## config.mk

```make
export PLATFORM = sky130hd
export DESIGN_NAME = instr_fetch
export DESIGN_NICKNAME = d
export VERILOG_FILES = /design/src/rtl/definitions.sv /design/src/rtl/branch_lut.sv /design/src/rtl/instr_fetch.sv
export SDC_FILE = /design/constraint.sdc
export NUM_CORES = 1
export LEC_CHECK = 0
export BUFFER_PORTS_ARGS = -buffer_cell sky130_fd_sc_hd__buf_2
export CAP_MARGIN = 20
export CORE_MARGIN = 4
export CORE_UTILIZATION = 55
export CTS_BUF_LIST = sky130_fd_sc_hd__clkbuf_2
export DETAILED_ROUTE_END_ITERATION = 6
export PLACE_DENSITY = 0.91
export SKIP_LAST_GASP = 1
export SLEW_MARGIN = 20
export SYNTH_ARGS = -nofsm -noshare
export SYNTH_HDL_FRONTEND = slang
export SYNTH_SLANG_ARGS = --single-unit
```

## constraint.sdc

```tcl
create_clock -name CLK -period 1.9 [get_ports CLK]
set_input_delay 0.38 -clock CLK [delete_from_list [all_inputs] [get_ports CLK]]
set_output_delay 0.38 -clock CLK [all_outputs]
set_load 0.02 [all_outputs]
```

## src/rtl/definitions.sv

```systemverilog
// definitions: shared FSM state type, sizing constants and branch-target table for instr_fetch
//   PC_W           program-counter width
//   LUT_DEPTH      number of branch-target entries
//   state_t        IDLE / RUN / HALTED
//   BRANCH_TARGETS branch-target address per LUT index
package definitions;
   localparam int PC_W = 10;
   localparam int LUT_DEPTH = 32;
   typedef enum logic [1:0] {IDLE, RUN, HALTED} state_t;
   localparam logic [PC_W-1:0] BRANCH_TARGETS [LUT_DEPTH] = '{
      10'd0,   10'd100, 10'd200, 10'd40,   10'd1020, 10'd7,   10'd512, 10'd1023,
      10'd16,  10'd300, 10'd333, 10'd64,   10'd900,  10'd128, 10'd5,   10'd777,
      10'd256, 10'd10,  10'd600, 10'd1000, 10'd20,   10'd450, 10'd999, 10'd31,
      10'd700, 10'd2,   10'd850, 10'd65,   10'd400,  10'd1001, 10'd3,  10'd511
   };
endpackage

```

## src/rtl/branch_lut.sv

```systemverilog
// branch_lut: combinational branch-target lookup
//   idx     LUT index taken from the current instruction
//   target  branch-target program counter
module branch_lut import definitions::*; (
   input  logic [$clog2(LUT_DEPTH)-1:0] idx,
   output logic [PC_W-1:0]              target
);
   assign target = BRANCH_TARGETS[idx];
endmodule

```

## src/rtl/instr_fetch.sv

```systemverilog
// instr_fetch: program counter, instruction register and run/halt control
//   CLK, reset           clock, synchronous active-high reset
//   Start, Stall         go pulse, hold-this-cycle
//   Branch, Taken, Halt  decode of the current Instruction from Control
//   LutIdx               branch-target index of the current Instruction
//   RomData / PC         instruction-ROM read data / address
//   Instruction          registered instruction, live when InstrValid
//   Done                 program halted
//   CycleCount           saturating count of cycles spent running
module instr_fetch #(
   parameter int PC_W = definitions::PC_W,
   parameter int LUT_DEPTH = definitions::LUT_DEPTH
) (
   input  logic                         CLK,
   input  logic                         reset,
   input  logic                         Start,
   input  logic                         Stall,
   input  logic                         Branch,
   input  logic                         Taken,
   input  logic [$clog2(LUT_DEPTH)-1:0] LutIdx,
   input  logic                         Halt,
   input  logic [8:0]                   RomData,
   output logic [PC_W-1:0]              PC,
   output logic [8:0]                   Instruction,
   output logic                         InstrValid,
   output logic                         Done,
   output logic [15:0]                  CycleCount
);
   import definitions::*;
   state_t state;
   logic [PC_W-1:0] target;
   branch_lut u_lut (.idx(LutIdx), .target(target));
   always_ff @(posedge CLK)
      if (reset) begin
         state <= IDLE;
         PC <= '0;
         Instruction <= '0;
         InstrValid <= 1'b0;
         Done <= 1'b0;
         CycleCount <= '0;
      end else
         case (state)
            IDLE: if (Start) state <= RUN;
            RUN: begin
               if (CycleCount != 16'hFFFF) CycleCount <= CycleCount + 1'b1;
               // decode inputs only count when the instruction is live; halt beats a taken branch
               if (!Stall) begin
                  if (InstrValid && Halt) begin
                     state <= HALTED;
                     InstrValid <= 1'b0;
                     Done <= 1'b1;
                  end else if (InstrValid && Branch && Taken) begin
                     Instruction <= RomData;
                     PC <= target;
                     InstrValid <= 1'b0;
                  end else begin
                     Instruction <= RomData;
                     PC <= PC + 1'b1;
                     InstrValid <= 1'b1;
                  end
               end
            end
            HALTED: if (Start) begin
               state <= RUN;
               PC <= '0;
               CycleCount <= '0;
               Done <= 1'b0;
               InstrValid <= 1'b0;
            end
            default: state <= IDLE;
         endcase
endmodule

```

==> results of run 1 <==
worst max-delay path by stage:
stage                        from             end  slack [ns]  depth (start not counted)
floorplan               LutIdx[1]           PC[7]        0.15                          8
global placement        LutIdx[0]           PC[5]        0.08                          7
detailed placement      LutIdx[1]           PC[3]      -0.002                          9
CTS                      state[0]           PC[5]        0.07                          5
global route        CycleCount[7]   CycleCount[9]        0.02                          6
finish                   state[1]  CycleCount[15]        0.13                          6
sequential cells by signal (all words and copies together) (netlist names):
signal and cells:
CycleCount 16, PC 10, Instruction 9, state 2, Done 1, InstrValid 1
synth_stat cells, types with 2 or more instances:
cell type,count
nand2_1,45
dfxtp_1,39
nor2_1,34
a21oi_1,26
nand3_1,18
o21ai_0,17
o211ai_1,10
ha_1,9
xnor2_1,9
buf_2,8
nor2b_1,8
nor3_1,8
a31oi_1,7
clkbuf_1,7
inv_1,7
and3_1,6
nand2b_1,6
nand4_1,6
a31o_1,4
a211oi_1,3
mux2i_1,3
nor4_1,3
a211o_1,2
a21boi_0,2
a41o_1,2
and4_1,2
buf_4,2
mux4_2,2
nor3b_1,2
o2111ai_1,2
o22ai_1,2
or3_1,2
cells by family (layout without fill, tap and decap cells):
group,Yosys count,in the layout,synth area share
compound gates,91,91,0.2411
xor+xnor,9,9,0.03075
fa+ha+maj,9,9,0.04392
buf+inv,26,98,0.04490
flops,39,39,0.3045
mux,5,5,0.02928
simple gates,152,152,0.3055
stage by stage:
stage,area [sq um],setup TNS [ns],hold slack [ns],util
after global routing,3060,0,0.1345,0.6886
after floorplan,2564,0,0.5160,-
after detailed placement,3009,-0.001883,0.4457,0.6771
final,3060,0,0.1691,0.6886
after CTS,3052,0,0.1411,0.6867
after global placement,3009,0,0.4394,0.6771
metal layers:
metal / vias up / routed length, um / GRT usage
met5: - / 0 / 0
met4: 0 / 249 / 0.1413
met3: 27 / 573 / 0.05556
met2: 158 / 3392 / 0.4016
met1: 1262 / 2734 / 0.2624
li1: 1348 / - / -
worst max-delay path, stage by stage (launching register included):
cell	delay [ns]
dfxtp_1	0.51
nand3b_4	0.21
nor4_4	0.06
buf_4	0.17
a211oi_4	0.41
a31oi_1	0.15
a41o_1	0.22
power by group through the flow:
stage               registers (mW)  clock network, mW  logic [mW]
floorplan                    0.893                  0       0.188
global placement             0.872                  0       0.314
detailed placement           0.873                  0       0.325
CTS                          0.857              0.391       0.326
global route                 0.862              0.427       0.358
finish                       0.857              0.383       0.329
what timing repair did:
item	4_1_cts	5_1_grt
buffers inserted	0	1
setup endpoints to repair	0	5
gates resized for setup	0	1
cell usage in the layout (no fill, tap or decap), drive strengths merged, types with 7 or more instances in the layout:
cell type  count
inv            7
o21ai         17
nor2b          8
buf           82
xnor2          9
dfxtp         39
a31oi          7
nand2         45
nor3           9
a21oi         27
nand3         18
nor2          35
ha             9
o211ai        10
final cells by class:
cell class              instances  area (sq um)  share of cell area
multi-input cells             266          1668              0.5450
flip-flops and latches         39         782.0              0.2555
repair buffers                 82         473.0              0.1545
well taps                      52         65.06             0.02126
clock buffers                   6         30.03            0.009812
inverters                       8         30.03            0.009812
clock inverters                 2         12.51            0.004088
==> metrics, run 1 <==
total track usage=0.2344; Hold Crit Depth=3; max cap viols=0; HP Start=RomData[5]; Antenna Nets Post-Route=0; Die Height=76.28 um; total chip power=around 1.6 mW; CP required=~2.3 ns; router iterations before antenna repair=5; Die Wd=between 70 and 80 um; clock power share=0.244; largest net degree at the start of global routing=26; row count=24; peak supply drop=roughly 0.32 mV; pwr/cell area=512.8 nW/um^2; cell count after placement=approximately 450; total CTS buffers=5; Port Buffers=between 50 and 60; vias in the first global route=~2,600; Max Clk Rate=around 560 MHz; starting density of the core=0.5769; ANT cells=0; Avg Inst Size Synth=7.745 sq um; area leader, netlist=dfxtp_1; register clock-pin slew on the reported worst setup and hold paths=roughly 0.21 ns; Post-CTS Hold Buffers=0; outcome=completed; r2r worst-path depth=6; Crit. End Element=register; Yosys reg bits=39; Max H-tree Level=2; Psw=between 0.5 and 0.6 mW; slew margin rel.=0.6859; DR DRC count=0; synth warn=0; Core Area=about 4400 sq um; fin nets=roughly 430; final std cells w/o fill=~460; Max Transition Viols Final=0; syn_nets=between 300 and 400; Pint=roughly 1.1 mW; I/O pin cnt=a little under 60; Post-Syn Instances=about 330; dpl hpwl=between 5 and 6 mm; RR Startpoint=state[1]; post-synth cell types=60; Final WS setup=approximately 0.13 ns; clock period minus worst slack=1.775 ns; ys flop type=dfxtp_1; CTS tree=yes; reg2reg setup slack=0.13 ns; Post-Route WL=roughly 7 mm; antenna violations before repair=0; via-per-instance ratio=about 6.1; leakage power=between 1 and 1.5 nW; CTS root buffer=clkbuf_2; Final Setup Violations=0; RSZ-0062 raised after global routing=false; Hold EP=Instruction[5]; Avg WL per Cell=~15 um; Clock Sinks=39; Max clock buf depth=2; Final period util=0.9340; DR vias=about 2,800; clk_skew=0.02715 ns; Synth area leaders=dfxtp_1 30%, nand2_1 6.6%, a21oi_1 5.1%; number of synthesized flops with an enable pin=0; Iter 0 DRT Violations=~160; fillers=between 300 and 400; Net Sw Frac=0.3207; Critical R2R Capture=CycleCount[15]; Worst Hold Class=input pin to register; final-report hold violation count=0; first-pass GRT wire length=approximately 11 mm; clock latency on the worst-skew pair=0.43 ns; share of layout cells above drive strength 1=0.2556; Die Area=roughly 5800 sq um; Area Growth Syn to Fin=19.38%; worst-margin pin slew=approximately 0.47 ns; post-synthesis sequential area ratio=0.3045; Synth Cell Area=roughly 2600 sq um; remaining global-route overflow=0; type of the worst setup path=register to register; sequential power share=0.546; routability cong.=about 0.94; worst-path fanout max=8; Post-Place Worst Slack=-0.001883 ns; FFs w/ async S/R, synth=0; Comb pwr share=0.210; CP Launch Type=register; Yosys top cell area share=0.3045; crit path DAT=between 2 and 2.5 ns
Note: power is estimated with default switching activity, not from simulation.
==> run 2, diff against run 1 <==
--- a/config.mk
+++ b/config.mk
@@ -9,11 +9,12 @@
 export CAP_MARGIN = 20
 export CORE_MARGIN = 4
-export CORE_UTILIZATION = 55
+export CORE_UTILIZATION = 51
 export CTS_BUF_LIST = sky130_fd_sc_hd__clkbuf_2
 export DETAILED_ROUTE_END_ITERATION = 6
-export PLACE_DENSITY = 0.91
+export PLACE_DENSITY = 0.89
 export SKIP_LAST_GASP = 1
 export SLEW_MARGIN = 20
 export SYNTH_ARGS = -nofsm -noshare
 export SYNTH_HDL_FRONTEND = slang
+export SYNTH_HIERARCHICAL = 1
 export SYNTH_SLANG_ARGS = --single-unit
==> constraint.sdc (replaced) <==
create_clock -name CLK -period 1.4 [get_ports CLK]
set_input_delay 0.28 -clock CLK [delete_from_list [all_inputs] [get_ports CLK]]
set_output_delay 0.28 -clock CLK [all_outputs]
set_load 0.005 [all_outputs]
==> run 2 against run 1 <==
  * The flow now finishes with violations (design-rule violations, negative setup slack)
  * Register-to-register slack lost 0.68 ns
  * Worst hold slack got worse by 0.15 ns
  * Total power increased by 76%
  * Sequential power up 35%
  * Critical path depth up 1
  * Sequential cell count unchanged
==> metrics, run 2 <==
peak supply drop=0.7270 mV (was 0.3224 mV); Die Area=6397 sq um (was 5818 sq um); Port Buffers=57 (unchanged); clock latency on the worst-skew pair=0.48 ns (was 0.43 ns); outcome=finished with violations (was completed); Yosys top cell area share=0.2955 (was 0.3045); commonest cells in the netlist=53 x nand2_1, 41 x a21oi_1, 39 x dfxtp_1, 26 x nor2_1, 17 x o21ai_0 (was 45 x nand2_1, 39 x dfxtp_1, 34 x nor2_1, 26 x a21oi_1, 18 x nand3_1); register clock-pin slew on the reported worst setup and hold paths=0.26 ns (was 0.21 ns); total track usage=0.3414 (was 0.2344); FFs w/ async S/R, synth=0 (unchanged); starting density of the core=0.5415 (was 0.5769); fin nets=531 (was 432); DR DRC count=50 (was 0); post-synthesis sequential area ratio=0.2955 (was 0.3045); remaining global-route overflow=0 (unchanged); cell count after placement=546 (was 446); Synth Cell Area=2643 sq um (was 2564 sq um); syn_nets=382 (was 361); CP required=1.76 ns (was 2.25 ns); Iter 0 DRT Violations=757 (was 161); router iterations before antenna repair=7 (was 5); CTS root buffer=clkbuf_2 (unchanged); Yosys reg bits=39 (unchanged); CTS tree=yes (unchanged); Avg WL per Cell=25.01 um (was 15.27 um); number of synthesized flops with an enable pin=0 (unchanged); fillers=202 (was 377); Post-DP Area=3665 sq um (was 3009 sq um); commonest non-fill, non-tap cell in the layout=buf_4 (was buf_2); Die Wd=79.98 um (was 76.28 um); violated checks=design-rule violations, negative setup slack; final-report hold violation count=0 (unchanged); timing startpoint of the critical path=CycleCount[1] (was state[1]); pwr/cell area=637.0 nW/um^2 (was 512.8 nW/um^2); Final Setup Violations=44 (was 0); antenna violations before repair=0 (unchanged); Antenna Nets Post-Route=0 (unchanged); Max clock buf depth=2 (unchanged); DR vias=4,112 (was 2,795); RSZ-0062 raised after global routing=true (was false); fin area=4340 sq um (was 3060 sq um); reg2reg setup slack=-0.55 ns (was 0.13 ns); synth warn=6 (was 0); share of layout cells above drive strength 1=0.5447 (was 0.2556); worst-path fanout max=6 (was 8); Max Transition Viols Final=0 (unchanged); Crit-path slowest cell=or4_4 (was dfxtp_1); Critical R2R Capture=CycleCount[7] (was CycleCount[15]); Post-Place Worst Slack=-0.6135 ns (was -0.001883 ns); ys flop type=dfxtp_1 (unchanged); Total Neg Setup Slack=-11.60 ns (was 0 ns); first-pass GRT wire length=17.28 mm (was 11.39 mm); Critical Path Max Stage Delay=0.51 ns (about the same); WHS=0.01633 ns (was 0.1691 ns); Post-Syn Instances=353 (was 331); dpl hpwl=6.718 mm (was 5.270 mm); max cap viols=0 (unchanged); largest net degree at the start of global routing=25 (was 26); max reg flops=16 (unchanged); Clock Sinks=39 (unchanged); row count=25 (was 24); Top reg by flops=CycleCount (unchanged); most numerous cell in the Yosys netlist=nand2_1 (unchanged); Final Util=0.8895 (was 0.6886); final std cells w/o fill=570 (was 455); Die Height=79.98 um (was 76.28 um); Largest regs=CycleCount (16), PC (10), Instruction (9) (unchanged); crit-path cells=ha_4 > nand4_1 > or4_4 > o21ai_4 > buf_6 > o211ai_1 > o41ai_2 (was nand3b_4 > nor4_4 > buf_4 > a211oi_4 > a31oi_1 > a41o_1); clock period minus worst slack=1.951 ns (was 1.775 ns); vias in the first global route=3,590 (was 2,631); RR Startpoint=CycleCount[1] (was state[1]); total chip power=2.765 mW (was 1.569 mW); type of the worst setup path=register to register (unchanged); clk_skew=0.03796 ns (was 0.02715 ns); worst-margin pin slew=0.5144 ns (was 0.4695 ns); routability cong.=1.005 (was 0.9433); Final WS setup=-0.5514 ns (was 0.1254 ns); I/O pin cnt=58 (unchanged); crit path DAT=2.31 ns (was 2.13 ns); Max Clk Rate=512.5 MHz (was 563.5 MHz); most frequent cells in the layout=80 x buf_4, 55 x buf_2, 42 x nand2_1 (was 57 x buf_2, 45 x nand2_1, 38 x dfxtp_1); Synth area leaders=dfxtp_1 30%, a21oi_1 7.8%, nand2_1 7.5% (was dfxtp_1 30%, nand2_1 6.6%, a21oi_1 5.1%); post-synth cell types=62 (was 60); Post-Route WL=14.25 mm (was 6.950 mm); total CTS buffers=5 (unchanged); Setup crit end=CycleCount[7] (was CycleCount[15]); slew margin rel.=0.6571 (was 0.6859); Max H-tree Level=2 (unchanged); Avg Inst Size Synth=7.486 sq um (was 7.745 sq um); via-per-instance ratio=7.214 (was 6.143); leakage power=1.929 nW (was 1.337 nW); Final period util=1.394 (was 0.9340); r2r worst-path depth=7 (was 6); CP Launch Type=register (unchanged); Core Area=4880 sq um (was 4444 sq um); area leader, netlist=dfxtp_1 (unchanged); Worst Hold Class=input pin to register (unchanged); Area Growth Syn to Fin=64.25% (was 19.38%); ANT cells=0 (unchanged); Crit. End Element=register (unchanged)
run 2: cell types whose count changed in the layout (fill, tap and decap cells not counted), sizes merged, moves of 4 or more:
| cell | previous run | this run |
|---|---|---|
| buf | 82 | 160 |
| a21oi | 27 | 41 |
| nand2 | 45 | 54 |
| nor2 | 35 | 26 |
| xnor2 | 9 | 0 |
| and3 | 6 | 11 |
| nand2b | 6 | 11 |
| nand3 | 18 | 13 |
| a21o | 0 | 4 |
| a32oi | 0 | 4 |
| o211ai | 10 | 6 |
| o21ai | 17 | 21 |
run 2: kinds of logic (layout without fill, tap and decap cells):
kind of cell    Yosys count  in the layout  synth area share
compound gates          110            110            0.2685
flops                    39             39            0.2955
mux                       5              5           0.02888
buf+inv                  30            180           0.05492
simple gates            159            159            0.3078
xor+xnor                  2              2          0.006630
fa+ha+maj                 8              8           0.03788
run 2: cell type report:
cell class	count	area [sq um]	share of cell area
multi-input combinational	284	2143	0.4938
clock inverter	3	38.79	0.008936
inverter	12	55.05	0.01268
tap	67	83.83	0.01931
clock buffer	5	25.02	0.005765
timing repair buffer	160	1190	0.2741
sequential	39	804.5	0.1854
run 2: worst min path at each step:
stage                              start             end  depth (start not counted)
after floorplan               RomData[0]  Instruction[0]                          2
final                         RomData[4]  Instruction[4]                          3
after detailed placement  Instruction[8]  Instruction[8]                          2
after global routing          RomData[4]  Instruction[4]                          3
after CTS                     RomData[1]  Instruction[1]                          3
after global placement    Instruction[0]  Instruction[0]                          2
run 2: critical path: cells and delay by family (launching register included):
kind,cells,cell delay (ns)
and+or+nand+nor,2,0.72
adders and majority gates,1,0.13
DFF,1,0.41
buffers and inverters,1,0.15
AOI/OAI and AO/OA,3,0.45
run 2: repair_timing:
action,4_1_cts,5_1_grt
gates cloned,1,0
hold buffers,0,0
resized for setup,51,77
setup endpoints to repair,35,40
pin swaps,18,37
setup buffers,8,9
run 2: report_power, final:
part	switching [mW]	internal, mW
clock network	0.477	0.293
logic	0.462	0.371
registers	0.0240	1.14
run 2: routing by layer:
layer	wire length, um	vias to the layer above	GRT usage	part of all wire
li1	-	1598	-	-
met1	4582	1808	0.3971	0.32
met2	6020	518	0.5902	0.42
met3	2055	188	0.06433	0.14
met4	1596	0	0.1757	0.11
met5	0	-	0	0
